`config.mk`:
```
export PLATFORM = sky130hd
export DESIGN_NAME = datapath_bus
export DESIGN_NICKNAME = d
export VERILOG_FILES = /design/src/rtl/cpu_pkg.sv /design/src/rtl/datapath_alu.sv /design/src/rtl/datapath_bus.sv
export SDC_FILE = /design/constraint.sdc
export NUM_CORES = 1
export LEC_CHECK = 0
export CAP_MARGIN = 20
export CORE_ASPECT_RATIO = 1.5
export CORE_MARGIN = 3
export CORE_UTILIZATION = 42
export DETAILED_ROUTE_END_ITERATION = 12
export PLACE_DENSITY = 0.65
export SLEW_MARGIN = 30
export SYNTH_ARGS = -nofsm -noshare
export SYNTH_HDL_FRONTEND = slang
export SYNTH_HIERARCHICAL = 1
export SYNTH_SLANG_ARGS = --single-unit
```
`constraint.sdc`:
```
create_clock -name clk -period 6.85 [get_ports clk]
set_input_delay 2.055 -clock clk [delete_from_list [all_inputs] [get_ports clk]]
set_output_delay 2.055 -clock clk [all_outputs]
set_load 0.1 [all_outputs]
```
`src/rtl/cpu_pkg.sv`:
```
// cpu_pkg: shared constants for the datapath and its control unit.
// Bus source codes, strobe bit indices and ALU op codes.
package cpu_pkg;

  localparam logic [3:0] SEL_NONE = 4'd0;
  localparam logic [3:0] SEL_PC   = 4'd1;
  localparam logic [3:0] SEL_AR   = 4'd2;
  localparam logic [3:0] SEL_DR   = 4'd3;
  localparam logic [3:0] SEL_IR   = 4'd4;
  localparam logic [3:0] SEL_AC   = 4'd5;
  localparam logic [3:0] SEL_R    = 4'd6;
  localparam logic [3:0] SEL_R1   = 4'd7;
  localparam logic [3:0] SEL_R2   = 4'd8;
  localparam logic [3:0] SEL_R3   = 4'd9;
  localparam logic [3:0] SEL_R4   = 4'd10;
  localparam logic [3:0] SEL_R5   = 4'd11;
  localparam logic [3:0] SEL_DM   = 4'd12;
  localparam logic [3:0] SEL_IM   = 4'd13;
  localparam logic [3:0] SEL_AC2  = 4'd14;

  localparam int B_PC  = 1;
  localparam int B_AR  = 2;
  localparam int B_IR  = 3;
  localparam int B_AC  = 4;
  localparam int B_R   = 5;
  localparam int B_R5  = 6;
  localparam int B_R4  = 7;
  localparam int B_R3  = 8;
  localparam int B_R2  = 9;
  localparam int B_R1  = 10;
  localparam int B_DM  = 11;
  localparam int B_ALU = 12;

  localparam logic [2:0] ALU_NOP = 3'd0;
  localparam logic [2:0] ALU_ADD = 3'd1;
  localparam logic [2:0] ALU_SUB = 3'd2;
  localparam logic [2:0] ALU_MUL = 3'd3;
  localparam logic [2:0] ALU_LSH = 3'd4;

endpackage

```
`src/rtl/datapath_alu.sv`:
```
// datapath_alu: combinational ALU, operands AC and R.
// Ports: ac, r, alu_op in; result out (AC itself for no-op codes).
module datapath_alu
  import cpu_pkg::*;
#(
  parameter int DATA_W = 16
) (
  input  logic [DATA_W-1:0] ac,
  input  logic [DATA_W-1:0] r,
  input  logic [2:0]        alu_op,
  output logic [DATA_W-1:0] result
);

  always_comb begin
    result = ac;
    case (alu_op)
      ALU_ADD: result = ac + r;
      ALU_SUB: result = ac - r;
      ALU_MUL: result = ac * r;
      ALU_LSH: result = ac << 1;
      default: result = ac;
    endcase
  end

endmodule

```
`src/rtl/datapath_bus.sv`:
```
// datapath_bus: register bank, shared bus mux and ALU hookup.
// Ports: strobes/alu_op/memory data in; bus, memory ports, instruction, z out.
module datapath_bus
  import cpu_pkg::*;
#(
  parameter int DATA_W = 16,
  parameter int OPC_W  = 6
) (
  input  logic              clk,
  input  logic              rst,
  input  logic [3:0]        read_en,
  input  logic [15:0]       write_en,
  input  logic [15:0]       inc_en,
  input  logic [15:0]       clr_en,
  input  logic [2:0]        alu_op,
  input  logic [DATA_W-1:0] im_rdata,
  input  logic [DATA_W-1:0] dm_rdata,
  output logic [DATA_W-1:0] im_addr,
  output logic [DATA_W-1:0] dm_addr,
  output logic [DATA_W-1:0] dm_wdata,
  output logic              dm_we,
  output logic [DATA_W-1:0] bus,
  output logic [OPC_W-1:0]  instruction,
  output logic [15:0]       z,
  output logic [DATA_W-1:0] ac_out
);

  localparam logic [DATA_W-1:0] ONE = DATA_W'(1);

  logic [DATA_W-1:0] r_pc, r_ar, r_dr, r_ir, r_ac, r_r;
  logic [DATA_W-1:0] r_r1, r_r2, r_r3, r_r4, r_r5;
  logic [DATA_W-1:0] w_bus, w_alu;
  logic              w_unused;

  assign w_unused = ^{write_en[0], write_en[15:13],
                      inc_en[0], inc_en[3:2], inc_en[15:5],
                      clr_en[0], clr_en[15:11]};

  always_comb begin
    w_bus = '0;
    case (read_en)
      SEL_PC:  w_bus = r_pc;
      SEL_AR:  w_bus = r_ar;
      SEL_DR:  w_bus = r_dr;
      SEL_IR:  w_bus = r_ir;
      SEL_AC:  w_bus = r_ac;
      SEL_R:   w_bus = r_r;
      SEL_R1:  w_bus = r_r1;
      SEL_R2:  w_bus = r_r2;
      SEL_R3:  w_bus = r_r3;
      SEL_R4:  w_bus = r_r4;
      SEL_R5:  w_bus = r_r5;
      SEL_DM:  w_bus = dm_rdata;
      SEL_IM:  w_bus = im_rdata;
      SEL_AC2: w_bus = r_ac;
      default: w_bus = '0;
    endcase
  end

  datapath_alu #(.DATA_W(DATA_W)) u_alu (
    .ac     (r_ac),
    .r      (r_r),
    .alu_op (alu_op),
    .result (w_alu)
  );

  // PC and AC are the only incrementable registers
  always_ff @(posedge clk or posedge rst) begin
    if (rst)                  r_pc <= '0;
    else if (clr_en[B_PC])    r_pc <= '0;
    else if (write_en[B_PC])  r_pc <= w_bus;
    else if (inc_en[B_PC])    r_pc <= r_pc + ONE;
  end

  // ALU no-op codes return AC, so write_en[ALU] then holds AC
  always_ff @(posedge clk or posedge rst) begin
    if (rst)                  r_ac <= '0;
    else if (clr_en[B_AC])    r_ac <= '0;
    else if (write_en[B_ALU]) r_ac <= w_alu;
    else if (write_en[B_AC])  r_ac <= w_bus;
    else if (inc_en[B_AC])    r_ac <= r_ac + ONE;
  end

  // DR captures memory data whenever it is put on the bus
  always_ff @(posedge clk or posedge rst) begin
    if (rst)                  r_dr <= '0;
    else if (read_en == SEL_DM) r_dr <= dm_rdata;
  end

  always_ff @(posedge clk or posedge rst) begin
    if (rst) begin
      r_ar <= '0; r_ir <= '0; r_r <= '0;
      r_r1 <= '0; r_r2 <= '0; r_r3 <= '0;
      r_r4 <= '0; r_r5 <= '0;
    end else begin
      if (clr_en[B_AR])       r_ar <= '0;
      else if (write_en[B_AR]) r_ar <= w_bus;
      if (clr_en[B_IR])       r_ir <= '0;
      else if (write_en[B_IR]) r_ir <= w_bus;
      if (clr_en[B_R])        r_r <= '0;
      else if (write_en[B_R])  r_r <= w_bus;
      if (clr_en[B_R1])       r_r1 <= '0;
      else if (write_en[B_R1]) r_r1 <= w_bus;
      if (clr_en[B_R2])       r_r2 <= '0;
      else if (write_en[B_R2]) r_r2 <= w_bus;
      if (clr_en[B_R3])       r_r3 <= '0;
      else if (write_en[B_R3]) r_r3 <= w_bus;
      if (clr_en[B_R4])       r_r4 <= '0;
      else if (write_en[B_R4]) r_r4 <= w_bus;
      if (clr_en[B_R5])       r_r5 <= '0;
      else if (write_en[B_R5]) r_r5 <= w_bus;
    end
  end

  assign bus         = w_bus;
  assign im_addr     = r_pc;
  assign dm_addr     = r_ar;
  assign dm_wdata    = w_bus;
  assign dm_we       = write_en[B_DM];
  assign instruction = r_ir[OPC_W-1:0];
  assign z           = {15'd0, (r_ac == '0)};
  assign ac_out      = r_ac;

endmodule

```
==> results.cfg, run 1 <==
[place]
dp_hpwl_um = 44100
port_buffers = 150
place.gp.congestion = 0.994

[route]
via_per_inst = 6.00
route.vias.total = 14309
firstDrtPassIters = 6
drt_iter0_drc = 1207
wl_per_cell_um = 24.4
drtAntennaViolNets = 0
finalWirelength_um = 58200
drc = 0

[floorplanning]
core_area_um2 = 36800
rows = 86
dieArea_um2 = 39700
io_pins = 192
die_h_um = 243
start_util_pct = 42.6
die_w_um = 164

[worst_setup_path]
setup.worst_path.class = in -> out
required_ps = 4800
worstPathMaxFanout = 34
cpMaxStageDelayCell = nor4b_2
cp.arrival_ps = 4670
critPathBufInv = 4
rrSetupSlack_ps = 290
cp_common_cell = buf_12
crit_family = buffers and inverters
critPathLaunch = read_en[3]
cp-start-kind = input port
crit_chain = clkdlybuf4s50_1 > buf_12 > and2_1 > a22oi_1 > o2bb2ai_1 > nor4b_2 > inv_1 > buf_12
slowest_delay_ps = 540
endpoint_kind = output port
r2r-start = r_r[1]$_DFFE_PP0P_

[status]
status = completed

[final_layout]
drive_above_1_share_pct = 12.0
fin_util_pct = 50.4
n_fill_cell = 3510
fin_nets = 2125
syn_to_final_growth_pct = 18.4
diodes = 0

[global_route]
antenna_found_initial = 0
grt.total_usage_pct = 29.3
grt_pass1_vias = 14631
grt_first_pass_wirelength_um = 88200
grt_overflow = 0
grt_max_degree = 99

[clock_network]
clockBufferDepth = 2
ctsRootBufferMaster = clkbuf_16
clk_latency_ps = 450
clk_pin_slew_worst_paths_ps = 70
tritoncts = done
cts_max_level = 4
numCtsBuffers = 17
hold_buffers = 0
cts.sinks = 176
post_cts_resized = 0
cts_setup_buffers = 0

[synth]
yosysTopAreaCellShare_pct = 28.1
synthArstFlopShare_pct = 100
ys_warn_count = 6
syn_inst = 1799
yosys.area.top_type = dfrtp_1
yosysMostFrequentCell = nor2_1
ys_ff_latch = 176
synth_ff_type = dfrtp_1
synth_edf_count = 0
ys_top_cells_by_area = dfrtp_1, fa_1, a211oi_1
synthDistinctLibCells = 88
synthesis.area_um2 = 15700
ys_top_cells_by_count = nor2_1, dfrtp_1, inv_1, a211oi_1, nand2_1
syn-mean-instance-area_um2 = 8.71
ys_seq_area_share_pct = 28.1

[sta]
fmax_mhz = 149
hold_viol_final = 0
finalCriticalPeriod_ps = 6730
post-route-period-util_pct = 98.2
worst_pin_slew_ps = 1010
tns_ps = 0
relSlewSlack_pct = 32.7
fin_skew_ps = 10.5
setup_viol = 0
slew_violations = 0
rsz0062_at_grt = no

[hold_path]
min_path_type = reg -> reg
hold_start = r_dr[3]$_DFFE_PP0N_

[run]
cap_violations = 0

[pwr]
power_density_nw_per_um2 = 224
leakagePower_uw = 0.00818
peakVddDrop_mv = 0.193
==> power breakdown <==
part	switching, µW	total (µW)	internal (µW)	leakage [µW]
clock network	440	1020	581	0.000294
logic	1230	1880	649	0.00558
registers	123	1250	1130	0.00230
==> layout by cell type (no fill, tap or decap), types with 17 or more instances in the layout <==
cell type          n
a211oi_1         138
a21oi_1           52
a22oi_1           39
and2_1            72
buf_12            35
buf_4             85
clkbuf_16         17
clkdlybuf4s50_1  113
dfrtp_1          176
fa_1              81
ha_1              69
inv_1            160
mux2_2            28
nand2_1          126
nand3_1           24
nor2_1           203
nor3_1            18
o21ai_0           49
xnor2_1           52
xor2_1            30
==> per-layer routing <==
metal	up-vias	global-route usage [%]	share of wire [%]
li1	6366	-	-
met1	7041	33.0	36
met2	661	49.7	50
met3	241	3.90	5.5
met4	0	21.8	8.8
met5	-	0	0
==> final timing paths <==
kind / to / depth (start not counted)
max in group asynchronous: r_r3[14]$_DFFE_PP0P_ / 3
max reg2reg: ac_out[14]$_DFFE_PP0P_ / 20
min reg2reg: r_dr[3]$_DFFE_PP0N_ / 1
min: r_dr[3]$_DFFE_PP0N_ / 1
min in group asynchronous: r_r5[2]$_DFFE_PP0P_ / 2
max: dm_wdata[7] / 8
==> cells by family after synthesis <==
kind of cell,count (synthesis),synth area share (%)
buf+inv,345,10.1
simple gates,567,17.9
flops,176,28.1
other cells,1,0.0239
mux,49,3.83
fa+ha+maj,150,15.9
xor+xnor,83,4.74
compound gates,428,19.5
==> metrics by stage <==
stage / area [µm²] / hold WS [ps] / worst slack [ps] / std cells / power [µW]
after floorplan: 15700 / 474 / 21.4 / 1813 / 2530
after detailed placement: 17900 / 493 / 207 / 2351 / 3140
after CTS: 18500 / 510 / 163 / 2383 / 4150
after global routing: 18500 / 533 / 47.7 / 2383 / 4340
after global placement: 17900 / 483 / 249 / 2351 / 3110
final: 18500 / 510 / 121 / 2383 / 4160
==> registers in the layout, summed over array words and instances (netlist names) <==
signal / count
ac_out: 16
dm_addr: 16
im_addr: 16
r_dr: 16
r_ir: 16
r_r: 16
r_r1: 16
r_r2: 16
r_r3: 16
r_r4: 16
r_r5: 16
==> cell type report <==
cell class	count	area, µm²	area share, %
Timing Repair Buffer	238	2490	13.5
Clock inverter	10	124	0.668
Sequential cell	176	4400	23.8
Inverter	161	612	3.30
Multi-Input combinational cell	1292	9810	52.9
Clock buffer	22	484	2.61
Tap cell	484	606	3.27
Power figures use the tool's default switching activity.
==> run 2: changes to the inputs <==
ABC_AREA = 1   (was not set)
CTS_BUF_LIST = sky130_fd_sc_hd__clkbuf_8   (was not set)
CTS_CLUSTER_SIZE = 16   (was not set)
==> results.cfg, run 2 <==
[status]
status = completed

[clock_network]
post_cts_resized = 0
cts_setup_buffers = 0
cts.sinks = 176
clk_latency_ps = 490
cts_max_level = 4
clk_pin_slew_worst_paths_ps = 90
clockBufferDepth = 2
hold_buffers = 0
tritoncts = done
numCtsBuffers = 17
ctsRootBufferMaster = clkbuf_8

[final_layout]
fin_util_pct = 49.6
final_common_cell = nand2_1
regArea_um2 = 4400
final_cell_mix = nand2_1, inv_1, dfrtp_1, nor2_1, o22ai_1
multi_input_area_um2 = 8890
n_fill_cell = 3746
fin_nets = 2630
syn_to_final_growth_pct = 16.6
drive_above_1_share_pct = 7.15

[sta]
finalCriticalPeriod_ps = 6400
rsz0062_at_grt = no
relSlewSlack_pct = 32.2
hold_viol_final = 0
slew_violations = 0
worst_pin_slew_ps = 1010
fin_skew_ps = 14.0
setup_viol = 0
post-route-period-util_pct = 93.4
tns_ps = 0
fmax_mhz = 156
setup_slack_ps = 455

[worst_setup_path]
worstPathMaxFanout = 16
cpMaxStageDelayCell = o21ai_2
required_ps = 4800
endpoint_kind = output port
cp-start-kind = input port
r2r_cells = 24
setup.worst_path.class = in -> out
r2r-start = r_r[3]$_DFFE_PP0P_
crit_chain = clkdlybuf4s50_1 > inv_1 > nand2_1 > o21ai_2 > nand2_1 > nand2_1 > nor2_1 > inv_1 > buf_12
rrSetupSlack_ps = 520
cp.arrival_ps = 4340
slowest_delay_ps = 680
cp_common_cell = nand2_1
reg2reg_to = ac_out[14]$_DFFE_PP0P_

[synth]
synthArstFlopShare_pct = 100
synth_top_family_by_area = simple AND/OR/NAND/NOR gates
synth_edf_count = 0
yosys.area.top_type = dfrtp_1
ys_seq_area_share_pct = 28.1
ys_warn_count = 6
syn-mean-instance-area_um2 = 6.83
ys_top_cells_by_area = dfrtp_1, nand2_1, inv_1
syn_inst = 2292
synthSimpleGateAreaFrac_pct = 27.3
ys_ff_latch = 176
synthesis.area_um2 = 15700
ys_top_cells_by_count = nand2_1, inv_1, dfrtp_1, nor2_1, o22ai_1
yosysMostFrequentCell = nand2_1
synthDistinctLibCells = 47
yosysTopAreaCellShare_pct = 28.1
synth_compound_area_share_pct = 11.1
synth-xor-area-share_pct = 2.07
synthAdderAreaFrac_pct = 15.9
synth_mux_area_share_pct = 0
synth_ff_type = dfrtp_1

[route]
finalWirelength_um = 54300
drc = 0
route.vias.total = 15212
drtAntennaViolNets = 0
via_per_inst = 5.27
firstDrtPassIters = 5
drt_iter0_drc = 1247
wl_per_cell_um = 18.8

[global_route]
antenna_found_initial = 1
grt.total_usage_pct = 27.7
grt_max_degree = 95
grt_overflow = 0
grt_first_pass_wirelength_um = 85300
grt_pass1_vias = 15750

[place]
port_buffers = 150
place_ws_ps = 486
dp_hpwl_um = 41100
place.gp.congestion = 0.958

[floorplanning]
core_area_um2 = 36800
dieArea_um2 = 39700
rows = 86
die_w_um = 164
io_pins = 192
start_util_pct = 42.5
die_h_um = 242

[hold_path]
hold_start = r_dr[10]$_DFFE_PP0N_
hold_path_end = r_dr[10]$_DFFE_PP0N_
hold_path_depth = 2
min_path_type = reg -> reg

[pwr]
peakVddDrop_mv = 0.151
power_density_nw_per_um2 = 187
leakagePower_uw = 0.00962

[run]
cap_violations = 0
[run 2: cell count changes after synthesis, moves of 37 or more]
| cell | before | now |
|---|---|---|
| nand2_1 | 126 | 723 |
| inv_1 | 161 | 433 |
| a211oi_1 | 141 | 1 |
| o22ai_1 | 14 | 129 |
| nand3_1 | 24 | 111 |
| and2_1 | 72 | 1 |
| nor2_1 | 203 | 147 |
| a22oi_1 | 39 | 1 |
| xnor2_1 | 52 | 14 |
| clkbuf_1 | 81 | 44 |
[run 2: worst max path at each step]
stage,end,depth (start not counted),from
3_3_place_gp,dm_wdata[11],9,read_en[0]
5_1_grt,dm_wdata[2],11,read_en[2]
6_report,dm_wdata[2],9,read_en[3]
3_5_place_dp,dm_wdata[2],10,read_en[2]
4_1_cts,dm_wdata[2],10,read_en[2]
2_1_floorplan,ac_out[0]$_DFFE_PP0P_,1,rst
[run 2: logic make-up after synthesis]
logic type	count (synthesis)
DFF	176
other	1
buffers and inverters	583
adders and majority gates	150
and+or+nand+nor	1046
xor gates and xnor gates	37
AOI/OAI and AO/OA	299
[run 2: final cells by class]
type,instances,share of cell area [%]
Antenna cell,1,0.0137
Clock buffer,22,1.66
Clock inverter,10,0.685
Inverter,441,9.09
Multi-Input combinational cell,1547,48.7
Sequential cell,176,24.1
Tap cell,484,3.32
Timing Repair Buffer,208,12.4
[run 2: report_power, final]
group | switching [µW] | leakage (µW) | internal, µW
logic | 996 | 0.00702 | 424
registers | 99.7 | 0.00239 | 1110
clock network | 412 | 0.000215 | 377
[run 2: per-layer routing]
| metal | GRT usage (%) | wire [µm] | up-vias |
|---|---|---|---|
| met3 | 3.81 | 2960 | 180 |
| met4 | 17.6 | 3740 | 0 |
| li1 | - | - | 7225 |
| met2 | 48.4 | 27200 | 609 |
| met1 | 31.3 | 20500 | 7198 |
| met5 | 0 | 0 | - |
[run 2: metrics by stage]
| step | hold WS (ps) | total power, µW | instances | cell area (µm²) |
|---|---|---|---|---|
| after floorplan | 465 | 2190 | 2306 | 15700 |
| after global placement | 482 | 2610 | 2856 | 17800 |
| after detailed placement | 488 | 2630 | 2856 | 17800 |
| after CTS | 508 | 3420 | 2888 | 18300 |
| after global routing | 547 | 3580 | 2889 | 18300 |
| final | 509 | 3420 | 2889 | 18300 |
[run 2: worst max-delay path: cells and delay by family]
kind / cells / cell delay [ps]
buffers and inverters: 4 / 1030
AO/OA/AOI/OAI: 1 / 680
AND/OR/NAND/NOR: 4 / 570
==> run 3: changes to the inputs <==
PLACE_DENSITY = 0.63   (was 0.65)
RECOVER_POWER = 100   (was not set)
clock period = 6.34 ns   (was 6.85 ns; I/O delays follow)
==> results.cfg, run 3 (synthesis results as in run 2) <==
[status]
status = finished, violations left
violations = capacitance limit, slew limit

[clock_network]
numCtsBuffers = 17
ctsRootBufferMaster = clkbuf_8
clockBufferDepth = 2
clk_latency_ps = 500
cts.sinks = 176
tritoncts = done
cts_max_level = 4
clk_pin_slew_worst_paths_ps = 100

[floorplanning]
dieArea_um2 = 39700
rows = 86
die_h_um = 242
start_util_pct = 42.5
die_w_um = 164
core_area_um2 = 36800
io_pins = 192

[global_route]
grt.total_usage_pct = 27.4
grtUsageMet1_pct = 31.7
grt_pass1_vias = 15245
grt_max_degree = 150
grt_overflow = 0
grt_busiest_layer = met2
use_met2_pct = 48.3
grt_first_pass_wirelength_um = 84400
use_met3_pct = 3.42
antenna_found_initial = 0

[worst_setup_path]
cpMaxStageDelayCell = clkdlybuf4s50_1
crit_chain = clkdlybuf4s50_1 > inv_1 > nand2_2 > buf_4 > nor2_1 > buf_4 > nand2_1 > nand2_1 > nor2_1 > nand2_1 > nor2_1 > inv_1 > clkbuf_4
cp.arrival_ps = 4300
worstPathMaxFanout = 10
crit_family = buffers and inverters
setup.worst_path.class = in -> out
required_ps = 4440
slowest_delay_ps = 630
endpoint_kind = output port
critPathBufInv = 6
cp-start-kind = input port

[final_layout]
n_fill_cell = 3776
diodes = 0
syn_to_final_growth_pct = 14.6
layoutNonFillerInstCount = 2906
postLayoutCellArea_um2 = 17900
drive_above_1_share_pct = 7.10
fin_util_pct = 48.7
fin_nets = 2648
final_cell_mix = nand2_1, inv_1, dfrtp_1, nor2_1, o22ai_1
final_common_cell = nand2_1

[route]
via_per_inst = 5.26
finalWirelength_um = 54200
wl_per_cell_um = 18.6
drt_iter0_drc = 1168
drtAntennaViolNets = 0
firstDrtPassIters = 6
route.vias.total = 15283
drc = 0

[pwr]
peakVddDrop_mv = 0.172
power_density_nw_per_um2 = 202
leakagePower_uw = 0.00968

[place]
dp_hpwl_um = 41700
port_buffers = 150
place.gp.congestion = 0.958
dp.cells = 2874
placedInstanceArea_um2 = 18000

[sta]
relSlewSlack_pct = -45.5
rsz0062_at_grt = no
worst_pin_slew_ps = 2180
finalCriticalPeriod_ps = 6200
setup_viol = 0
slew_violations = 150
tns_ps = 0
fmax_mhz = 161
hold_viol_final = 0
post-route-period-util_pct = 97.8
fin_skew_ps = 15.9

[hold_path]
min_path_type = reg -> reg

[run]
cap_violations = 1
==> run 3: timing repair <==
item / in CTS / in global routing
resized for setup: 0 / 1
setup buffers: 0 / 0
setup endpoints to repair: 0 / 1
hold buffers: 0 / 0
==> run 3: report_power, final <==
group	internal, µW	total (µW)	switching [µW]
combinational	404	1490	1080
sequential	1200	1290	91.2
clock	362	840	478
total	1960	3610	1650
==> run 3: layout make-up <==
class	instances	area [µm²]	area share [%]
Clock inverter	15	176	0.984
Clock buffer	17	234	1.30
Sequential cell	176	4410	24.6
Inverter	441	1660	9.24
Timing Repair Buffer	226	1970	11.0
Tap cell	484	606	3.38
Multi-Input combinational cell	1547	8880	49.5
==> run 3: tightest hold or removal path, stage by stage, from the launching register on <==
cell	delay, ps
dfrtp_1	350
o21ai_0	80
nand2_1	60
==> run 3: layer usage <==
metal | share of wire, % | vias to the layer above
met5 | 0 | -
met4 | 6.2 | 0
met3 | 6.0 | 165
met2 | 51 | 625
met1 | 37 | 7240
li1 | - | 7253
==> run 3: final timing paths <==
kind / start / end / slack (ps) / cells after the start
max in group asynchronous: rst / r_r[6]$_DFFE_PP0P_ / 1280 / 3
worst max-delay path: read_en[0] / bus[5] / 140 / 13
min in group asynchronous: rst / r_r1[15]$_DFFE_PP0P_ / 2130 / 2
worst min register to register: r_dr[13]$_DFFE_PP0N_ / r_dr[13]$_DFFE_PP0N_ / 510 / 2
worst max register to register: r_r[6]$_DFFE_PP0P_ / ac_out[15]$_DFFE_PP0P_ / 350 / 28
worst min-delay path: r_dr[13]$_DFFE_PP0N_ / r_dr[13]$_DFFE_PP0N_ / 510 / 2
==> run 3: per-stage QoR <==
stage	hold slack (ps)	setup slack (ps)	total power, µW
global placement	482	130	2840
global route	541	2.93	3800
finish	510	141	3610
CTS	513	132	3690
floorplan	465	113	2370
detailed placement	491	158	2860
